==> src/rtl/servo_pwm_pkg.sv <==
// Shared constants and helpers for the multi-channel servo PWM.
// Register offsets, STATUS bit layout and the width clamp.
package servo_pwm_pkg;

  localparam logic [4:0] REG_CTRL       = 5'd0;
  localparam logic [4:0] REG_STATUS     = 5'd1;
  localparam logic [4:0] REG_WIDTH_BASE = 5'd2;

  localparam int STATUS_DONE_BIT = 0;
  localparam int STATUS_CNT_LSB  = 16;
  localparam int STATUS_CNT_W    = 16;

  function automatic logic [15:0] clamp_us(
    input logic [15:0] v,
    input logic [15:0] lo,
    input logic [15:0] hi
  );
    if (v < lo)
      return lo;
    else if (v > hi)
      return hi;
    else
      return v;
  endfunction

endpackage

==> src/rtl/servo_pwm_channel.sv <==
// One servo channel: clamped shadow width, frame-latched active
// width and enable, compare and registered output.
// Ports: clk, reset, i_frame_start, i_frame_cnt_nxt, i_en_shadow,
//        i_wr, i_wdata, o_shadow (readback), o_pwm.
module servo_pwm_channel
  import servo_pwm_pkg::*;
#(
  parameter int FW        = 15,
  parameter int MIN_US    = 500,
  parameter int MAX_US    = 2500,
  parameter int CENTER_US = 1500
) (
  input  logic          clk,
  input  logic          reset,
  input  logic          i_frame_start,
  input  logic [FW-1:0] i_frame_cnt_nxt,
  input  logic          i_en_shadow,
  input  logic          i_wr,
  input  logic [15:0]   i_wdata,
  output logic [15:0]   o_shadow,
  output logic          o_pwm
);

  localparam logic [15:0]   LO    = 16'(MIN_US);
  localparam logic [15:0]   HI    = 16'(MAX_US);
  localparam logic [FW-1:0] RST_W = FW'(CENTER_US);

  logic [FW-1:0] r_shadow;
  logic [FW-1:0] r_active;
  logic          r_en;
  logic          r_pwm;

  logic [FW-1:0] w_active_nxt;
  logic          w_en_nxt;

  // Active copies only move at frame_start and see the pre-write shadow.
  assign w_en_nxt     = i_frame_start ? i_en_shadow : r_en;
  assign w_active_nxt = i_frame_start ? r_shadow : r_active;

  always_ff @(posedge clk) begin
    if (reset) begin
      r_shadow <= RST_W;
      r_active <= RST_W;
      r_en     <= 1'b0;
      r_pwm    <= 1'b0;
    end else begin
      if (i_wr)
        r_shadow <= FW'(clamp_us(i_wdata, LO, HI));
      r_active <= w_active_nxt;
      r_en     <= w_en_nxt;
      // Compare on next-state values so the output lines up with
      // frame_cnt and rises the cycle after frame_start.
      r_pwm    <= w_en_nxt && (i_frame_cnt_nxt < w_active_nxt);
    end
  end

  assign o_shadow = 16'(r_shadow);
  assign o_pwm    = r_pwm;

endmodule

==> src/rtl/servo_pwm_multi.sv <==
// Multi-channel servo PWM with Avalon-MM slave and shared timebase.
// Ports: clk, reset, avs_* (5-bit word address, 1-cycle read), pwm_out.
module servo_pwm_multi
  import servo_pwm_pkg::*;
#(
  parameter int NUM_CH    = 8,
  parameter int TICK_DIV  = 50,
  parameter int PERIOD_US = 20000,
  parameter int MIN_US    = 500,
  parameter int MAX_US    = 2500,
  parameter int CENTER_US = 1500
) (
  input  logic              clk,
  input  logic              reset,
  input  logic [4:0]        avs_address,
  input  logic              avs_write,
  input  logic [31:0]       avs_writedata,
  input  logic              avs_read,
  output logic [31:0]       avs_readdata,
  output logic [NUM_CH-1:0] pwm_out
);

  localparam int FW = $clog2(PERIOD_US);
  localparam int PW = (TICK_DIV > 1) ? $clog2(TICK_DIV) : 1;
  localparam logic [PW-1:0] PRESC_LAST = PW'(TICK_DIV - 1);
  localparam logic [FW-1:0] FRAME_LAST = FW'(PERIOD_US - 1);

  logic [PW-1:0]           r_presc;
  logic [FW-1:0]           r_frame_cnt;
  logic [NUM_CH-1:0]       r_ctrl;
  logic                    r_done;
  logic [STATUS_CNT_W-1:0] r_fcount;
  logic [31:0]             r_rdata;

  logic              w_us_tick;
  logic              w_frame_start;
  logic [FW-1:0]     w_frame_cnt_nxt;
  logic              w_wr_ctrl;
  logic              w_wr_status;
  logic [NUM_CH-1:0] w_wr_width;
  logic [15:0]       w_shadow [NUM_CH];
  logic [NUM_CH-1:0] w_pwm;
  logic [31:0]       w_rdata;
  logic              w_unused;

  assign w_unused      = ^avs_writedata;
  assign w_us_tick     = (r_presc == PRESC_LAST);
  assign w_frame_start = w_us_tick && (r_frame_cnt == FRAME_LAST);
  assign w_wr_ctrl     = avs_write && (avs_address == REG_CTRL);
  assign w_wr_status   = avs_write && (avs_address == REG_STATUS);

  always_comb begin
    w_frame_cnt_nxt = r_frame_cnt;
    if (w_frame_start)
      w_frame_cnt_nxt = '0;
    else if (w_us_tick)
      w_frame_cnt_nxt = r_frame_cnt + 1'b1;
  end

  always_ff @(posedge clk) begin
    if (reset) begin
      r_presc     <= '0;
      r_frame_cnt <= '0;
    end else begin
      r_presc     <= w_us_tick ? '0 : r_presc + 1'b1;
      r_frame_cnt <= w_frame_cnt_nxt;
    end
  end

  always_ff @(posedge clk) begin
    if (reset) begin
      r_ctrl   <= '0;
      r_done   <= 1'b0;
      r_fcount <= '0;
    end else begin
      if (w_wr_ctrl)
        r_ctrl <= avs_writedata[NUM_CH-1:0];
      // A set on frame_start beats a same-cycle W1C.
      if (w_frame_start)
        r_done <= 1'b1;
      else if (w_wr_status && avs_writedata[STATUS_DONE_BIT])
        r_done <= 1'b0;
      if (w_frame_start)
        r_fcount <= r_fcount + 1'b1;
    end
  end

  for (genvar i = 0; i < NUM_CH; i++) begin : g_ch
    assign w_wr_width[i] = avs_write &&
      (avs_address == 5'(REG_WIDTH_BASE + 5'(i)));

    servo_pwm_channel #(
      .FW        (FW),
      .MIN_US    (MIN_US),
      .MAX_US    (MAX_US),
      .CENTER_US (CENTER_US)
    ) u_ch (
      .clk             (clk),
      .reset           (reset),
      .i_frame_start   (w_frame_start),
      .i_frame_cnt_nxt (w_frame_cnt_nxt),
      .i_en_shadow     (r_ctrl[i]),
      .i_wr            (w_wr_width[i]),
      .i_wdata         (avs_writedata[15:0]),
      .o_shadow        (w_shadow[i]),
      .o_pwm           (w_pwm[i])
    );
  end

  always_comb begin
    w_rdata = '0;
    unique case (1'b1)
      (avs_address == REG_CTRL):
        w_rdata = 32'(r_ctrl);
      (avs_address == REG_STATUS): begin
        w_rdata[STATUS_DONE_BIT] = r_done;
        w_rdata[STATUS_CNT_LSB +: STATUS_CNT_W] = r_fcount;
      end
      default:
        for (int i = 0; i < NUM_CH; i++)
          if (avs_address == 5'(REG_WIDTH_BASE + 5'(i)))
            w_rdata = 32'(w_shadow[i]);
    endcase
  end

  // Registers are sampled before any same-cycle write lands.
  always_ff @(posedge clk) begin
    if (reset)
      r_rdata <= '0;
    else if (avs_read)
      r_rdata <= w_rdata;
  end

  assign avs_readdata = r_rdata;
  assign pwm_out      = w_pwm;

endmodule
==> config.mk <==
export PLATFORM = sky130hd
export DESIGN_NAME = servo_pwm_multi
export DESIGN_NICKNAME = d
export VERILOG_FILES = /design/src/rtl/servo_pwm_pkg.sv /design/src/rtl/servo_pwm_channel.sv /design/src/rtl/servo_pwm_multi.sv
export SDC_FILE = /design/constraint.sdc
export NUM_CORES = 1
export LEC_CHECK = 0
export ABC_CLOCK_PERIOD_IN_PS = 3500
export CAP_MARGIN = 0
export CORE_AREA = 2 2 139 243
export CTS_CLUSTER_DIAMETER = 100
export CTS_CLUSTER_SIZE = 12
export DETAILED_ROUTE_END_ITERATION = 8
export DIE_AREA = 0 0 141 245
export PLACE_DENSITY = 0.86
export SETUP_SLACK_MARGIN = 0.3
export SLEW_MARGIN = 0
export SYNTH_ARGS = -nofsm -noshare
export SYNTH_HDL_FRONTEND = slang
export SYNTH_HIERARCHICAL = 1
export SYNTH_SLANG_ARGS = --single-unit
==> constraint.sdc <==
create_clock -name clk -period 3.5 [get_ports clk]
set_clock_uncertainty 0.2 [all_clocks]
set_input_delay 0.35 -clock clk [delete_from_list [all_inputs] [get_ports clk]]
set_output_delay 0.35 -clock clk [all_outputs]
set_load 0.005 [all_outputs]
### After elaboration in Yosys (flattened, before gate mapping)

Index checks and enable logic that the tools add are counted.

* flip-flop bits (word level): 334
* output and inout bits: 40
* word-level logic and storage cells: 118

* add/subtract/negate cells: 3
* $lt $le $gt $ge: 10
* equal/unequal tests: 11
* muxes and demuxes: 33
* reductions and logical operators: 23

Operator list (number)
* $mux 32: 7
* $mux 15: 13
* $lt 15x15->1: 8
* $pmux 16 s2: 1
* $pmux 15 s2: 1
* $eq 5x3->1 const B: 4
* $logic_and 1x1->1: 20
* $add 16x1->16 const B: 1
* $gt 16x12->1 const B: 1
* $lt 16x9->1 const B: 1
* $add 15x1->15 const B: 1
* $eq 15x15->1 const B: 1
* $eq 5x2->1 const B: 2
* $eq 5x4->1 const B: 2
* $mux 1: 10
* $add 6x1->6 const B: 1
* $eq 6x6->1 const B: 1
* $eq 5x1->1 const B: 1
* $logic_not 5->1: 1
* $pmux 1 s2: 1
* $reduce_bool 2->1: 1
* $reduce_or 2->1: 1

### Depth between registers and ports, before layout

* depth in word-level cells: 10
* mapped depth: 14
* depth with buffers taken out: 12

### Cells and area by module

Netlist, hierarchy kept.

Modules (own cells, without submodules)
* servo_pwm_channel (g_ch[1].u_ch ...): times used 5, cells an instance 159, area each 1544.0 µm², sequential area each 640.6 µm²
* servo_pwm_multi: times used 1, cells an instance 591, area each 4702.0 µm², sequential area each 1561.5 µm²
* servo_pwm_channel (g_ch[0].u_ch ...): times used 2, cells an instance 156, area each 1556.5 µm², sequential area each 640.6 µm²
* servo_pwm_channel (g_ch[6].u_ch): times used 1, cells an instance 159, area each 1561.5 µm², sequential area each 640.6 µm²

### Least setup slack after synthesis

No wires, ideal clock.

* path type: flip-flop to flip-flop
* from: reg r_presc[0]
* to: reg g_ch[1].u_ch.r_pwm
* library setup time: 0.115 ns
* arrival: 3.290 ns
* path slack: -0.105 ns
* cell stages (with the launch flop): 14
* path buffers: 2
* clock period less this slack: 3.605 ns
* path through: dfxtp_1 > ha_1 > nand3b_4 > nor4_4 > nand2_1 > clkinv_1 > buf_2 > buf_2 > mux2i_1 > ha_1 > and3_1 > a211oi_1 > a2111oi_0 > a2111oi_0

* longest elaborated chain between the ends: 5
* elaborated cells between the ends (all ways): 8

RTL lines
* start: declaration: RTL line servo_pwm_multi.sv:28 `logic [PW-1:0] r_presc;`
* start signal: assignment: RTL line servo_pwm_multi.sv:65 `r_presc <= w_us_tick ? '0 : r_presc + 1'b1;`
* $eq 6x6->1 (*): RTL line servo_pwm_multi.sv:47 `assign w_us_tick = (r_presc == PRESC_LAST);`
* $logic_and 1x1->1 (*): RTL line servo_pwm_multi.sv:48 `assign w_frame_start = w_us_tick && (r_frame_cnt == FRAME_LAST);`
* via w_frame_start: RTL line servo_pwm_multi.sv:36 `logic w_frame_start;`
* $mux 15 (on tied branches): RTL line servo_pwm_multi.sv:54, servo_pwm_channel.sv:38
* $lt 15x15->1: RTL line servo_pwm_channel.sv:53 `r_pwm <= w_en_nxt && (i_frame_cnt_nxt < w_active_nxt);`
* $logic_and 1x1->1 (*): RTL line servo_pwm_channel.sv:53
* end signal: assignment: RTL line servo_pwm_channel.sv:53
* end: declaration: RTL line servo_pwm_channel.sv:31 `logic r_pwm;`

Mark *: on every way through the listed nets, which the timed path passes. The rest lies on a longest branch.
A chain may end at the register's enable or synchronous reset.

### Worst setup path in the final report

* from: reg r_frame_cnt[14]
* to: reg g_ch[6].u_ch.r_pwm

* longest elaborated chain between the ends: 5
* elaborated cells between the ends (all ways): 9

RTL lines
* start: declaration: RTL line servo_pwm_multi.sv:29 `logic [FW-1:0] r_frame_cnt;`
* start signal: assignment: RTL line servo_pwm_multi.sv:66 `r_frame_cnt <= w_frame_cnt_nxt;`
* $eq 15x15->1 (*): RTL line servo_pwm_multi.sv:48
* $logic_and 1x1->1 (*): RTL line servo_pwm_multi.sv:48
* via w_frame_start: RTL line servo_pwm_multi.sv:36
* $mux 15 (on tied branches): RTL line servo_pwm_multi.sv:54, servo_pwm_channel.sv:38
* $lt 15x15->1: RTL line servo_pwm_channel.sv:53
* $logic_and 1x1->1 (*): RTL line servo_pwm_channel.sv:53
* end signal: assignment: RTL line servo_pwm_channel.sv:53
* end: declaration: RTL line servo_pwm_channel.sv:31

Marked as above.

==> summary.md <==
| Metric | Value |
|---|---|
| Register area | `0.006696 mm²` |
| Mapped cell area | `0.01710 mm²` |
| Outcome | `finished clean` |
| Peak supply drop | `358.4 µV` |
| Initial Utilization | `0.5228` |
| Largest net degree at the start of global routing | `92` |
| Worst-path fanout max | `25` |
| Overall die height | `245 µm` |
| Fin cells | `2,411` |
| Area of the multi-input gates | `0.01061 mm²` |
| Port Buf Inserts | `64` |
| Hold WS | `0.04052 ns` |
| Area Overhead vs Synth | `21.76%` |
| Critical-path top delay cell | `mux2i_1` |
| Mapped Cells | `1,857` |
| Fillcell total | `2,458` |
| Core Area | `0.03270 mm²` |
| Clock sink count | `334` |
| Fin. max-slew vios | `0` |
| Die X | `141 µm` |
| Post-synth ARST share | `0` |
| R2R cell count | `11` |
| TritonCTS Buffers | `31` |
| Avg Cell Area, Syn | `9.206 µm²` |
| Hold depth | `2` |
| DR WL/cell | `26.48 µm` |
| RR Endpoint | `g_ch[6].u_ch/o_pwm$_SDFF_PP0_` |
| Vias | `16,077` |
| Family with the most delay on the worst path | `simple AND/OR/NAND/NOR gates` |
| Global routing usage on met1 | `0.3705` |
| Root Driver | `clkbuf_16` |
| Most Used Layer, Global Route | `met2` |
| DR pass1 iterations | `8` |
| Number of flops mapped to enable cells by yosys | `0` |
| Warnings from Yosys | `6` |
| Min-Delay Endpoint | `g_ch[1].u_ch/r_active[1]$_SDFF_PP0_` |
| CP peak stage delay | `0.46 ns` |
| Distinct cell type count after synthesis | `84` |
| DRC | `0` |
| CP arrival | `3.72 ns` |
| Leak pwr | `8.210 nW` |
| Min Tclk post-route | `3.446 ns` |
| Yosys reg bits | `334` |
| Post-synthesis net count | `2,014` |
| Crit path depth | `11` |
| Power density cells | `352.7 mW/mm²` |
| Met3 Use GR | `0.04819` |
| Hold Fails Final Rpt | `0` |
| Buffer levels on the longest clock path | `3` |
| Num rows | `88` |
| Slew at the pin closest to its max-slew limit | `1.059 ns` |
| Min-delay worst type | `input pin to register` |
| Initial antenna violation count | `0` |
| CP Cell Sequence | `nor4bb_2 -> and3_2 -> nand2_4 -> clkinv_8 -> buf_12 -> mux2i_1 -> ha_4 -> nand4_1 -> a2111o_1 -> a311oi_2 -> nor4b_1` |
| Fin crit share | `0.9847` |
| RSZ-0062 raised after global routing | `true` |
| Max-cap viol count | `0` |
| Buf/Inv on CP | `2` |
| Skew-Pair Late Insertion Delay | `0.60 ns` |
| Hold buffers post-CTS | `0` |
| All-layer global routing usage | `0.3414` |
| Dpl hpwl | `41,990 µm` |
| Share of cells above drive strength 1 | `0.1761` |
| Congestion Overflow GR | `0` |
| Worst setup EP type | `register` |
| Setup violations, final | `0` |
| Met2 Use GR | `0.5735` |
| WS Path Type | `register to register` |
| Die ar. | `0.03455 mm²` |
| Routed vias/inst | `6.668` |
| Hold Crit Start | `reset` |
| Sequential share of the synthesized area | `0.3911` |
| Ports | `81` |
| Clock slew at reported path FFs | `0.06 ns` |
| Gp weighted congestion | `0.9493` |
| CTS tree | `yes` |
| Worst Path Required | `3.77 ns` |
| H-tree lvl count | `1` |
| Final net count | `2,162` |
| FF-to-FF Start | `r_frame_cnt[14]$_SDFF_PP0_` |
| Final ANT Viol Nets | `0` |
| R2R Setup Slk | `0.05 ns` |
| Final wirelength | `63,840 µm` |
| Number of global-route vias before repair | `15,577` |
| Slew HR | `0.2900` |
| First-pass GRT wire length | `90,270 µm` |
| Placed Cells | `2,332` |
| Fmax | `290.2 MHz` |
| Top FF cell, synth | `dfxtp_1` |
| Initial DRC count | `1,509` |
| Critical path startpoint category | `register` |
| Utilization after layout | `0.6366` |
-- per-layer routing --
layer,share of wire,up-vias
met5,0,-
met4,0.12,0
met3,0.076,387
met2,0.47,961
met1,0.34,7619
li1,-,7110
-- power by group --
group	internal, mW	switching (mW)
registers	3.82	0.0198
logic	0.170	0.341
clock network	1.57	1.42
total	5.56	1.78
-- state kept, by name, indices dropped and copies added, names as in the netlist --
signal	flops
g_ch.u_ch/r_en	8
r_frame_cnt	15
g_ch.u_ch/o_pwm	8
r_presc	6
r_done	1
r_ctrl	8
g_ch.u_ch/r_shadow	120
r_fcount	16
g_ch.u_ch/r_active	120
avs_readdata	32
-- area by class of cell --
cell class | count | area share
clock buffer | 32 | 0.03793
clock inverter | 1 | 0.0004207
tap | 405 | 0.02434
inverter | 33 | 0.006552
sequential | 334 | 0.3217
antenna | 1 | 0.0001202
timing repair inverter | 1 | 0.0007814
multi-input combinational | 1394 | 0.5098
timing repair buffer | 210 | 0.09840
-- how the worst max path moves through the flow --
stage | slack [ns] | from | endpoint
CTS | 0.19 | r_presc[1]$_SDFF_PP0_ | g_ch[3].u_ch/o_pwm$_SDFF_PP0_
finish | 0.05 | r_frame_cnt[14]$_SDFF_PP0_ | g_ch[6].u_ch/o_pwm$_SDFF_PP0_
global placement | 0.15 | r_presc[0]$_SDFF_PP0_ | g_ch[2].u_ch/o_pwm$_SDFF_PP0_
global route | -0.01 | r_frame_cnt[14]$_SDFF_PP0_ | g_ch[6].u_ch/o_pwm$_SDFF_PP0_
detailed placement | 0.07 | r_presc[0]$_SDFF_PP0_ | g_ch[2].u_ch/o_pwm$_SDFF_PP0_
floorplan | 0.27 | r_presc[0]$_SDFF_PP0_ | g_ch[2].u_ch/o_pwm$_SDFF_PP0_
-- through the flow --
step	worst slack [ns]	area (µm²)	setup TNS [ns]	power [mW]
2_1_floorplan	0.2710	17200	0	4.174
3_3_place_gp	0.1486	18600	0	4.397
3_5_place_dp	0.07172	18600	0	4.404
4_1_cts	0.1908	20130	0	7.320
5_1_grt	-0.01245	20810	-0.01245	7.520
6_report	0.05372	20820	0	7.341
-- Yosys cell counts (all sizes together), types with 34 or more instances --
cell type,count,area share
buf,45,0.016
clkbuf,51,0.013
nor3,34,0.011
and2,47,0.017
nor2b,35,0.013
o21ai,77,0.023
ha,116,0.085
dfxtp,334,0.39
nand2,118,0.026
nor2,241,0.053
a31oi,53,0.019
mux2i,142,0.083
a21oi,54,0.016
-- worst reg2reg max path, delay by kind of cell (launching register included) --
kind / cells / cell delay, ns
AO/OA/AOI/OAI: 2 / 0.72
adder cells (fa/ha/maj): 1 / 0.21
buffers and inverters: 2 / 0.37
flip-flops: 1 / 0.42
multiplexers: 1 / 0.49
AND/OR/NAND/NOR: 5 / 0.93
-- cell families (layout without fill, tap and decap cells) --
| group | Yosys count | in the layout | synth area share |
|---|---|---|---|
| muxes | 148 | 148 | 0.08709 |
| AOI/OAI and AO/OA | 414 | 414 | 0.1765 |
| adders and majority gates | 116 | 116 | 0.08489 |
| and+or+nand+nor | 683 | 683 | 0.2093 |
| xor gates and xnor gates | 25 | 25 | 0.01281 |
| buffers and inverters | 129 | 277 | 0.03652 |
| other | 8 | 9 | 0.001757 |
| DFF | 334 | 334 | 0.3911 |
-- layout by cell type (no fill, tap or decap), types with 35 or more instances in the layout --
cell type,instances
nor2_1,236
mux2i_1,104
ha_1,100
buf_4,116
dfxtp_1,328
a31oi_1,53
nor2b_1,35
a21oi_1,53
and2_1,44
o21ai_0,72
nand2_1,115
clkdlybuf4s50_1,62
-- what timing repair did --
item                                   CTS  global route
gates cloned                             4             0
resized for setup                       94            94
setup endpoints to repair                8             8
endpoints found under the hold margin    0             0
pin swaps                               24            31
buffers inserted                        24            17
No activity file was read; power rests on OpenSTA's default activity.
